**config.mk**
```make
export PLATFORM = sky130hd
export DESIGN_NAME = laser_tx_sequencer_flat
export DESIGN_NICKNAME = d
export VERILOG_FILES = /design/src/rtl/laser_tx_sequencer_if.sv /design/src/rtl/laser_tx_sequencer.sv /design/src/flat_wrapper.sv
export SDC_FILE = /design/constraint.sdc
export NUM_CORES = 1
export LEC_CHECK = 0
export CELL_PAD_IN_SITES_DETAIL_PLACEMENT = 1
export CELL_PAD_IN_SITES_GLOBAL_PLACEMENT = 1
export CORE_MARGIN = 4
export CORE_UTILIZATION = 35
export CTS_CLUSTER_DIAMETER = 80
export CTS_CLUSTER_SIZE = 25
export DETAILED_ROUTE_END_ITERATION = 6
export HOLD_SLACK_MARGIN = 0.12
export PLACE_DENSITY_LB_ADDON = 0.15
export SLEW_MARGIN = 25
export SYNTH_ARGS = -nofsm -noshare
export SYNTH_HDL_FRONTEND = slang
export SYNTH_SLANG_ARGS = --single-unit
```
**constraint.sdc**
```tcl
create_clock -name clk -period 3.8 [get_ports clk]
set_clock_uncertainty 0.05 [all_clocks]
set_input_delay 0.76 -clock clk [delete_from_list [all_inputs] [get_ports clk]]
set_output_delay 0.76 -clock clk [all_outputs]
set_load 0.02 [all_outputs]
```
**src/rtl/laser_tx_sequencer_if.sv**
```systemverilog
// Host, transmitter, receiver and status signals of the laser TX sequencer.
// master = host/link side, slave = sequencer side.
interface laser_tx_sequencer_if;
  localparam int unsigned WORD_W = 16;
  localparam int unsigned BYTE_W = 8;
  localparam int unsigned RETRY_W = 2;

  logic               host_valid;
  logic [WORD_W-1:0]  host_data;
  logic               host_last;
  logic               host_ready;
  logic [BYTE_W-1:0]  tx_data1;
  logic [BYTE_W-1:0]  tx_data2;
  logic               tx_data_ready;
  logic               tx_en;
  logic               tx_done;
  logic               rx_valid;
  logic [BYTE_W-1:0]  rx_data;
  logic               busy;
  logic               pkt_sent;
  logic               pkt_error;
  logic [RETRY_W-1:0] retry_ct;

  modport master (
    output host_valid, host_data, host_last, tx_done, rx_valid, rx_data,
    input  host_ready, tx_data1, tx_data2, tx_data_ready, tx_en,
           busy, pkt_sent, pkt_error, retry_ct
  );

  modport slave (
    input  host_valid, host_data, host_last, tx_done, rx_valid, rx_data,
    output host_ready, tx_data1, tx_data2, tx_data_ready, tx_en,
           busy, pkt_sent, pkt_error, retry_ct
  );
endinterface

```
**src/rtl/laser_tx_sequencer.sv**
```systemverilog
// Buffers a host packet, sends header/length/data byte pairs to the laser TX and
// retries on NAK/timeout. Define LASER_TX_CSUM_EN to append a per-lane XOR checksum.
module laser_tx_sequencer #(
  parameter int unsigned DEPTH     = 16,
  parameter int unsigned TIMEOUT   = 40,
  parameter int unsigned MAX_RETRY = 3
) (
  input  logic                 clk,
  input  logic                 rst,
  laser_tx_sequencer_if.slave  bus
);

  localparam int unsigned WORD_W = 16;
  localparam int unsigned BYTE_W = 8;
  localparam int unsigned CNT_W  = 8;
  localparam int unsigned RTY_W  = 2;
  localparam int unsigned IDX_W  = (DEPTH > 1) ? $clog2(DEPTH) : 1;
  localparam int unsigned TO_W   = (TIMEOUT > 1) ? $clog2(TIMEOUT) : 1;

  localparam logic [BYTE_W-1:0] HDR_BYTE  = 8'hCC;
  localparam logic [BYTE_W-1:0] ACK_BYTE  = 8'h11;
  localparam logic [CNT_W-1:0]  DEPTH_C   = CNT_W'(DEPTH);
  localparam logic [TO_W-1:0]   TO_LAST   = TO_W'(TIMEOUT - 1);
  localparam logic [RTY_W-1:0]  RETRY_MAX = RTY_W'(MAX_RETRY);

`ifdef LASER_TX_CSUM_EN
  typedef enum logic [2:0] {
    IDLE, FILL, SEND_HDR, SEND_LEN, SEND_DATA, SEND_CSUM, WAIT_ACK
  } state_e;
`else
  typedef enum logic [2:0] {
    IDLE, FILL, SEND_HDR, SEND_LEN, SEND_DATA, WAIT_ACK
  } state_e;
`endif

  state_e              state_q, state_d;
  logic [CNT_W-1:0]    count_q, count_d;
  logic [CNT_W-1:0]    ptr_q, ptr_d;
  logic [TO_W-1:0]     to_q, to_d;
  logic [RTY_W-1:0]    retry_q, retry_d;
  logic                host_ready_q, host_ready_d;
  logic [BYTE_W-1:0]   tx_d1_q, tx_d1_d;
  logic [BYTE_W-1:0]   tx_d2_q, tx_d2_d;
  logic                tx_rdy_q, tx_rdy_d;
  logic                tx_en_q, tx_en_d;
  logic                busy_q, busy_d;
  logic                sent_q, sent_d;
  logic                err_q, err_d;
`ifdef LASER_TX_CSUM_EN
  logic [BYTE_W-1:0]   csum1_q, csum1_d;
  logic [BYTE_W-1:0]   csum2_q, csum2_d;
`endif

  logic [WORD_W-1:0]   mem_q [DEPTH];
  logic                accept_c;
  logic                timeout_c;
  logic                send_c;
  logic [WORD_W-1:0]   rd_word_c;

  // Payload storage; contents are don't-care until written, so no reset.
  always_ff @(posedge clk) begin
    if (accept_c) begin
      mem_q[IDX_W'(count_q)] <= bus.host_data;
    end
  end

  always_ff @(posedge clk or posedge rst) begin
    if (rst) begin
      state_q <= IDLE;
    end else begin
      state_q <= state_d;
    end
  end

  always_ff @(posedge clk or posedge rst) begin
    if (rst) begin
      count_q      <= '0;
      ptr_q        <= '0;
      to_q         <= '0;
      retry_q      <= '0;
      host_ready_q <= 1'b1;
      tx_d1_q      <= '0;
      tx_d2_q      <= '0;
      tx_rdy_q     <= 1'b0;
      tx_en_q      <= 1'b0;
      busy_q       <= 1'b0;
      sent_q       <= 1'b0;
      err_q        <= 1'b0;
`ifdef LASER_TX_CSUM_EN
      csum1_q      <= '0;
      csum2_q      <= '0;
`endif
    end else begin
      count_q      <= count_d;
      ptr_q        <= ptr_d;
      to_q         <= to_d;
      retry_q      <= retry_d;
      host_ready_q <= host_ready_d;
      tx_d1_q      <= tx_d1_d;
      tx_d2_q      <= tx_d2_d;
      tx_rdy_q     <= tx_rdy_d;
      tx_en_q      <= tx_en_d;
      busy_q       <= busy_d;
      sent_q       <= sent_d;
      err_q        <= err_d;
`ifdef LASER_TX_CSUM_EN
      csum1_q      <= csum1_d;
      csum2_q      <= csum2_d;
`endif
    end
  end

  // Next state, counters and packet-level pulses.
  always_comb begin
    state_d   = state_q;
    count_d   = count_q;
    ptr_d     = ptr_q;
    retry_d   = retry_q;
    sent_d    = 1'b0;
    err_d     = 1'b0;
    accept_c  = bus.host_valid && host_ready_q;
    timeout_c = (to_q == TO_LAST);

    case (state_q)
      IDLE, FILL: begin
        if (accept_c) begin
          count_d = count_q + CNT_W'(1);
          if (bus.host_last || (count_d == DEPTH_C)) begin
            state_d = SEND_HDR;
          end else begin
            state_d = FILL;
          end
        end
      end
      SEND_HDR: begin
        if (bus.tx_done) state_d = SEND_LEN;
      end
      SEND_LEN: begin
        if (bus.tx_done) begin
          state_d = SEND_DATA;
          ptr_d   = '0;
        end
      end
      SEND_DATA: begin
        if (bus.tx_done) begin
          if (ptr_q == (count_q - CNT_W'(1))) begin
`ifdef LASER_TX_CSUM_EN
            state_d = SEND_CSUM;
`else
            state_d = WAIT_ACK;
`endif
          end else begin
            ptr_d = ptr_q + CNT_W'(1);
          end
        end
      end
`ifdef LASER_TX_CSUM_EN
      SEND_CSUM: begin
        if (bus.tx_done) state_d = WAIT_ACK;
      end
`endif
      WAIT_ACK: begin
        // A response in the timeout cycle is judged on its content.
        if (bus.rx_valid && (bus.rx_data == ACK_BYTE)) begin
          sent_d  = 1'b1;
          count_d = '0;
          retry_d = '0;
          state_d = IDLE;
        end else if (bus.rx_valid || timeout_c) begin
          if (retry_q < RETRY_MAX) begin
            retry_d = retry_q + RTY_W'(1);
            state_d = SEND_HDR;
          end else begin
            err_d   = 1'b1;
            count_d = '0;
            retry_d = '0;
            state_d = IDLE;
          end
        end
      end
      default: state_d = IDLE;
    endcase

    if ((state_q == WAIT_ACK) && (state_d == WAIT_ACK)) begin
      to_d = to_q + TO_W'(1);
    end else begin
      to_d = '0;
    end
  end

`ifdef LASER_TX_CSUM_EN
  // Running per-lane XOR of accepted payload, cleared when the packet retires.
  always_comb begin
    csum1_d = csum1_q;
    csum2_d = csum2_q;
    if (accept_c) begin
      csum1_d = csum1_q ^ bus.host_data[7:0];
      csum2_d = csum2_q ^ bus.host_data[15:8];
    end
    if (sent_d || err_d) begin
      csum1_d = '0;
      csum2_d = '0;
    end
  end
`endif

  // Outputs are decoded from the next state so they register alongside it.
  always_comb begin
    send_c    = 1'b0;
    tx_d1_d   = '0;
    tx_d2_d   = '0;
    rd_word_c = mem_q[IDX_W'(ptr_d)];

    case (state_d)
      SEND_HDR: begin
        send_c  = 1'b1;
        tx_d1_d = HDR_BYTE;
        tx_d2_d = HDR_BYTE;
      end
      SEND_LEN: begin
        send_c  = 1'b1;
        tx_d1_d = count_d;
        tx_d2_d = count_d;
      end
      SEND_DATA: begin
        send_c  = 1'b1;
        tx_d1_d = rd_word_c[7:0];
        tx_d2_d = rd_word_c[15:8];
      end
`ifdef LASER_TX_CSUM_EN
      SEND_CSUM: begin
        send_c  = 1'b1;
        tx_d1_d = csum1_q;
        tx_d2_d = csum2_q;
      end
`endif
      default: ;
    endcase

    tx_rdy_d     = send_c;
    tx_en_d      = send_c || (state_d == WAIT_ACK);
    busy_d       = (state_d != IDLE);
    host_ready_d = ((state_d == IDLE) || (state_d == FILL)) && (count_d < DEPTH_C);
  end

  assign bus.host_ready    = host_ready_q;
  assign bus.tx_data1      = tx_d1_q;
  assign bus.tx_data2      = tx_d2_q;
  assign bus.tx_data_ready = tx_rdy_q;
  assign bus.tx_en         = tx_en_q;
  assign bus.busy          = busy_q;
  assign bus.pkt_sent      = sent_q;
  assign bus.pkt_error     = err_q;
  assign bus.retry_ct      = retry_q;

endmodule

```
**src/flat_wrapper.sv**
```systemverilog
// flat-port wrapper written by rule: the top's interface ports become plain ports
module laser_tx_sequencer_flat 
#(
  parameter int unsigned DEPTH     = 16,
  parameter int unsigned TIMEOUT   = 40,
  parameter int unsigned MAX_RETRY = 3
)
  (clk, rst, bus_host_valid, bus_host_data, bus_host_last, bus_tx_done, bus_rx_valid, bus_rx_data, bus_host_ready, bus_tx_data1, bus_tx_data2, bus_tx_data_ready, bus_tx_en, bus_busy, bus_pkt_sent, bus_pkt_error, bus_retry_ct);
  laser_tx_sequencer_if bus_i ();
  input  logic clk;
  input  logic rst;
  input wire logic [$bits(bus_i.host_valid)-1:0] bus_host_valid;
  input wire logic [$bits(bus_i.host_data)-1:0] bus_host_data;
  input wire logic [$bits(bus_i.host_last)-1:0] bus_host_last;
  input wire logic [$bits(bus_i.tx_done)-1:0] bus_tx_done;
  input wire logic [$bits(bus_i.rx_valid)-1:0] bus_rx_valid;
  input wire logic [$bits(bus_i.rx_data)-1:0] bus_rx_data;
  output wire logic [$bits(bus_i.host_ready)-1:0] bus_host_ready;
  output wire logic [$bits(bus_i.tx_data1)-1:0] bus_tx_data1;
  output wire logic [$bits(bus_i.tx_data2)-1:0] bus_tx_data2;
  output wire logic [$bits(bus_i.tx_data_ready)-1:0] bus_tx_data_ready;
  output wire logic [$bits(bus_i.tx_en)-1:0] bus_tx_en;
  output wire logic [$bits(bus_i.busy)-1:0] bus_busy;
  output wire logic [$bits(bus_i.pkt_sent)-1:0] bus_pkt_sent;
  output wire logic [$bits(bus_i.pkt_error)-1:0] bus_pkt_error;
  output wire logic [$bits(bus_i.retry_ct)-1:0] bus_retry_ct;
  assign bus_i.host_valid = bus_host_valid;
  assign bus_i.host_data = bus_host_data;
  assign bus_i.host_last = bus_host_last;
  assign bus_i.tx_done = bus_tx_done;
  assign bus_i.rx_valid = bus_rx_valid;
  assign bus_i.rx_data = bus_rx_data;
  assign bus_host_ready = bus_i.host_ready;
  assign bus_tx_data1 = bus_i.tx_data1;
  assign bus_tx_data2 = bus_i.tx_data2;
  assign bus_tx_data_ready = bus_i.tx_data_ready;
  assign bus_tx_en = bus_i.tx_en;
  assign bus_busy = bus_i.busy;
  assign bus_pkt_sent = bus_i.pkt_sent;
  assign bus_pkt_error = bus_i.pkt_error;
  assign bus_retry_ct = bus_i.retry_ct;
  laser_tx_sequencer #(.DEPTH(DEPTH), .TIMEOUT(TIMEOUT), .MAX_RETRY(MAX_RETRY)) u_core (.clk(clk), .rst(rst), .bus(bus_i));
endmodule
```
# Word level (Yosys, flattened, before mapping)
# Memories as Yosys holds them, arrays and structs flattened.
# Cells that the tools add are included.
[classes]
n_addsub = 5
magnitude_cmp = 2
n_eq_ne = 17
muxes = 34
n_reduce_logical = 17
[op_table]
columns = ["operator", "n"]
rows = [
  ["$mux 8", 7],
  ["$pmux 8 s3", 2],
  ["$pmux 8 s2", 2],
  ["$mux 3", 7],
  ["$add 8x1->8 const B", 2],
  ["$eq 8x5->1 const B", 2],
  ["$pmux 3 s5", 1],
  ["$eq 3x2->1 const B", 4],
  ["$eq 3x3->1 const B", 4],
  ["$mux 2", 5],
  ["$mux 1", 9],
  ["$eq 8x8->1", 1],
  ["$lt 8x5->1 const B", 1],
  ["$sub 8x1->8 const B", 1],
  ["$add 6x1->6 const B", 1],
  ["$eq 3x1->1 const B", 2],
  ["$eq 6x6->1 const B", 1],
  ["$logic_not 3->1", 2],
  ["$mux 6", 1],
  ["$ne 2x2->1 const B", 3],
  ["$logic_and 1x1->1", 4],
  ["$logic_or 1x1->1", 4],
  ["$reduce_and 4->1", 1],
  ["$reduce_bool 2->1", 2],
  ["other kinds (6)", 6],
]
[word_totals]
reg_bits = 49
ramBits = 256
inputBits = 30
output_inout_bits = 24
wordCells = 90
mem_count = 1
[mem_list]
columns = ["memory", "depth", "width", "rd", "rd_ports_with_merged_regs", "write_ports", "line", "rtl"]
rows = [
  ["u_core.mem_q", 16, 16, 1, 0, 1, "laser_tx_sequencer.sv:54", "logic [WORD_W-1:0] mem_q [DEPTH];"],
]

# Longest topological paths before layout
[logic_depth]
depth_word = 10
mapped_depth = 17

# Worst setup path after synthesis
# No wires, ideal clock.
[synth_path]
path_kind = "reg2reg"
start = "register u_core.count_q[0]"
end = "register u_core.tx_d1_q[0], in the netlist u_core.bus.tx_data1[0]"
setup_ns = 0.130
t_arrival_ns = 3.142
setup_slack_ns = 0.478
stages_incl_launch_ff = 17
path_buffers = 4
cell_sequence = "dfrtp_1 -> buf_2 -> inv_1 -> ha_1 -> buf_2 -> xnor2_1 -> a211o_1 -> a211oi_2 -> a31oi_4 -> mux2_1 -> buf_6 -> inv_6 -> buf_4 -> mux2i_1 -> o22ai_1 -> nor4_1 -> nor3_2"
[synth_between]
elab_chain_cells = 8
[synth_rtl]
columns = ["element", "line", "rtl"]
rows = [
  ["start: declaration", "laser_tx_sequencer.sv:37", "logic [CNT_W-1:0] count_q, count_d;"],
  ["start signal: assignment", "laser_tx_sequencer.sv:94", "count_q <= count_d;"],
  ["branches (longest 7 deep; another with $mem_v2 16x16)", "n/a", ""],
  ["$pmux 8 s3 (*)", "laser_tx_sequencer.sv:214", "case (state_d)"],
  ["via u_core.tx_d1_d[0]", "laser_tx_sequencer.sv:42", "logic [BYTE_W-1:0] tx_d1_q, tx_d1_d;"],
  ["end signal: assignment", "laser_tx_sequencer.sv:99", "tx_d1_q <= tx_d1_d;"],
  ["end: declaration", "laser_tx_sequencer.sv:42", ""],
]
# Mark *: on every way through the listed nets, which the timed path passes. The select of a mux whose other input is x is not followed.
# A chain may end at the register's enable or synchronous reset.

# Worst setup path in the final report
[layout_path]
start = "register u_core.count_q[2]"
end = "register u_core.tx_d1_q[4], in the netlist u_core.bus.tx_data1[4]"
# Same word-level chain as after synthesis.

==> run metrics <==
hold slack final=0.420 ns; post-route minimum period=3.46 ns; CP Capture Type=flip-flop; multi-input logic area=3510 um^2; CTS H-tree lvls=1; total power=9.84 mW; Cells after Synth=908; initial DRC count=395; most common cell after layout, fill and taps aside=edfxtp_1; PwrDens=659 nW/um^2; largest stage delay on the critical path=between 0.5 and 0.6 ns; WS Path Type=reg2reg; internal power=6.33 mW; Clock power frac=0.246; I/O Pins=54; Via Count=7,857; RSZ-0062 raised after global routing=no; Post-Layout Inst Area=about 15,000 um^2; CP max-delay cell=dfrtp_1; highest clock rate=0.289 GHz; Max VDD drop=0.318 mV; fin crit share=0.911; Max-Cap Viols=0; Simple-Gate Fraction of Synth Area=0.0983; Total GRT Usage=0.179; most frequent cells in the layout=edfxtp_1, nand2_1, mux2i_1; largest family of logic cells by synthesized area=simple AND/OR/NAND/NOR gates; Fin. Hold Viols=0; worst r2r src=u_core.count_q[2]; initial antenna violation count=0; LEAKAGE=between 5 and 6 nW; RePlAce Congestion=0.757; post_cts resized=0; HPWL after DPL=22,200 um; setup tns final=0 ns; TritonCTS Buffers=21; post-synthesis cell area=around 13,000 um^2; ranking of synthesized cells by area=edfxtp_1, dfrtp_1, mux2i_1, nand2_1, a21oi_1; CTS root buf=clkbuf_16; Worst Setup SP=u_core.count_q[2]; Nets=1,033; clk slew on worst S/H paths=0.09 ns; number of fill cells=3,670; multiplexer area fraction after synthesis=0.0754; worst hold path type=reg2reg; crit start category=flip-flop; pin count of the biggest net entering global routing=33; Area growth syn-to-layout=17.1%; Yosys top cell area share=0.603; Post-CTS Setup Bufs=0; Reg2Reg Setup Slack=0.34 ns; final setup vio count=0; CP arrival=3.80 ns; fraction of the mapped netlist area in adder cells=0.00687; Initial Util=0.357; total of warnings raised by yosys=0; vias in the first global route=8,148; Initial DRT Pass Iterations=4; Post-Synth XOR/XNOR Area=0.0117; DP Area=14,200 um^2; required time worst endpoint=4.14 ns; Slew Limit Fails=0; Final WS setup=between 0.3 and 0.4 ns; Distinct cells, synth=between 60 and 70; Buffers on Ports=53; status=finished clean; Die ar.=39,500 um^2; # DRC=0; CTS Hold Bufs=0; Die Span Y=199 um; Die W=roughly 200 um; Clk Latency, worst-skew pair=0.55 ns; CP Cell Sequence=nor3_4 > a221o_1 > nand4_1 > a31oi_4 > mux2_2 > inv_6 > buf_12 > mux2i_1 > o22ai_1 > nor4_1 > nor3_2; Longest Clk Path Bufs=3; EDFF count, synth=256; area leader, netlist=edfxtp_1; pre-CTS setup slack=between 0.01 and 0.015 ns; Yosys reg bits=305; TritonCTS Sinks=305; slew margin rel.=0.539; proportion of layout cells with a drive suffix above 1=0.141; n_diodes=0; mean post-synth cell area=14.0 um^2; TritonCTS clock tree=yes; post-route antenna net violation count=0; worst-path fanout max=28; reg2reg end=u_core.bus.tx_data1[4]; Slew @ Worst Pin=0.686 ns; register area=8910 um^2; Logic pwr share=0.344; Routed WL=35,200 um; Remaining Overflow, GRT=0; WL per Instance=around 24 um; critical path capture point=u_core.bus.tx_data1[4]; Mapped Nets=between 900 and 1,000; Synth async-reset ratio=0.161; part of the power in registers=0.411; CORE AREA=roughly 36,000 um^2; Reg2Reg Depth=11; Most used DFF post-synth=edfxtp_1; P_sw=3.52 mW; Cell Rows=69; first-pass GRT wire length=53,100 um; post-synthesis compound-gate area fraction=0.0774; switch share=0.357; sequential area share after synthesis=0.699; Via density=5.34
-- logic make-up after synthesis --
family,Yosys count
DFF,305
and+or+nand+nor,260
AOI/OAI and AO/OA,152
muxes,95
buffers and inverters,72
xor gates and xnor gates,17
adders and majority gates,7
-- synthesized netlist by cell type, types with 3 or more instances --
| master | number |
|---|---|
| edfxtp_1 | 256 |
| nand2_1 | 118 |
| mux2i_1 | 87 |
| a21oi_1 | 52 |
| dfrtp_1 | 48 |
| nor2_1 | 38 |
| o22ai_1 | 38 |
| clkbuf_1 | 20 |
| nor3_1 | 19 |
| nor4_1 | 19 |
| buf_2 | 15 |
| inv_1 | 14 |
| nand3_1 | 14 |
| o21ai_0 | 14 |
| nand4_1 | 12 |
| xnor2_1 | 11 |
| buf_4 | 10 |
| buf_6 | 7 |
| ha_1 | 7 |
| mux2_2 | 7 |
| o41ai_1 | 7 |
| xor2_1 | 6 |
| nand3b_1 | 5 |
| nor2b_1 | 5 |
| and3_1 | 4 |
| buf_1 | 4 |
| nand2b_1 | 4 |
| o21a_1 | 4 |
| o221ai_1 | 4 |
| a31oi_1 | 3 |
| nor3b_1 | 3 |
| o31ai_1 | 3 |
| or4b_1 | 3 |
-- critical path, delay by kind of cell (launching register included) --
family                 cells  cell delay, ns
multiplexers               2            0.64
AO/OA/AOI/OAI              3            0.61
flip-flops                 1            0.53
buffers and inverters      2            0.49
AND/OR/NAND/NOR            4            0.96
-- sequential cells by signal, indices dropped and copies added, names as in the netlist --
register                  count
u_core.bus.host_ready         1
u_core.bus.busy               1
u_core.ptr_q                  8
u_core.count_q                8
u_core.bus.tx_data2           8
u_core.bus.tx_en              1
u_core.bus.tx_data_ready      1
u_core.state_q                3
u_core.bus.tx_data1           8
u_core.mem_q                256
u_core.bus.retry_ct           2
u_core.to_q                   6
u_core.bus.pkt_error          1
u_core.bus.pkt_sent           1
-- routing by layer --
metal	up-vias	global-route usage	wire [um]
li1	3614	-	-
met1	4082	0.258	16500
met3	27	0.0254	1310
met2	134	0.298	17000
met5	-	0	0
met4	0	0.0263	439
-- power by group through the flow --
stage / Sequential [mW] / Clock (mW) / Combinational [mW]
after global placement: 4.11 / 0 / 3.37
after global routing: 4.07 / 2.62 / 3.68
after floorplan: 4.13 / 0 / 2.13
after detailed placement: 4.12 / 0 / 3.39
final: 4.04 / 2.42 / 3.38
after CTS: 4.04 / 2.49 / 3.42
-- metrics by stage --
| step | util | cells |
|---|---|---|
| 2_1_floorplan | - | 908 |
| 3_3_place_gp | 0.398 | 1434 |
| 3_5_place_dp | 0.398 | 1434 |
| 4_1_cts | 0.418 | 1472 |
| 5_1_grt | 0.418 | 1472 |
| 6_report | 0.418 | 1472 |
-- area by class of cell --
| class | instances | area share |
|---|---|---|
| Sequential cell | 305 | 0.597 |
| Multi-Input combinational cell | 531 | 0.235 |
| Timing Repair Buffer | 122 | 0.0778 |
| Tap cell | 461 | 0.0386 |
| Clock buffer | 25 | 0.0362 |
| Clock inverter | 13 | 0.0113 |
| Inverter | 15 | 0.00411 |
-- how the worst min path moves through the flow --
stage | from | to | depth (start not counted)
5_1_grt | u_core.to_q[0] | u_core.to_q[0] | 1
3_3_place_gp | u_core.to_q[0] | u_core.to_q[0] | 1
6_report | u_core.to_q[0] | u_core.to_q[0] | 1
4_1_cts | u_core.to_q[0] | u_core.to_q[0] | 1
3_5_place_dp | u_core.to_q[0] | u_core.to_q[0] | 1
2_1_floorplan | u_core.to_q[0] | u_core.to_q[0] | 1
Power figures use the tool's default switching activity.
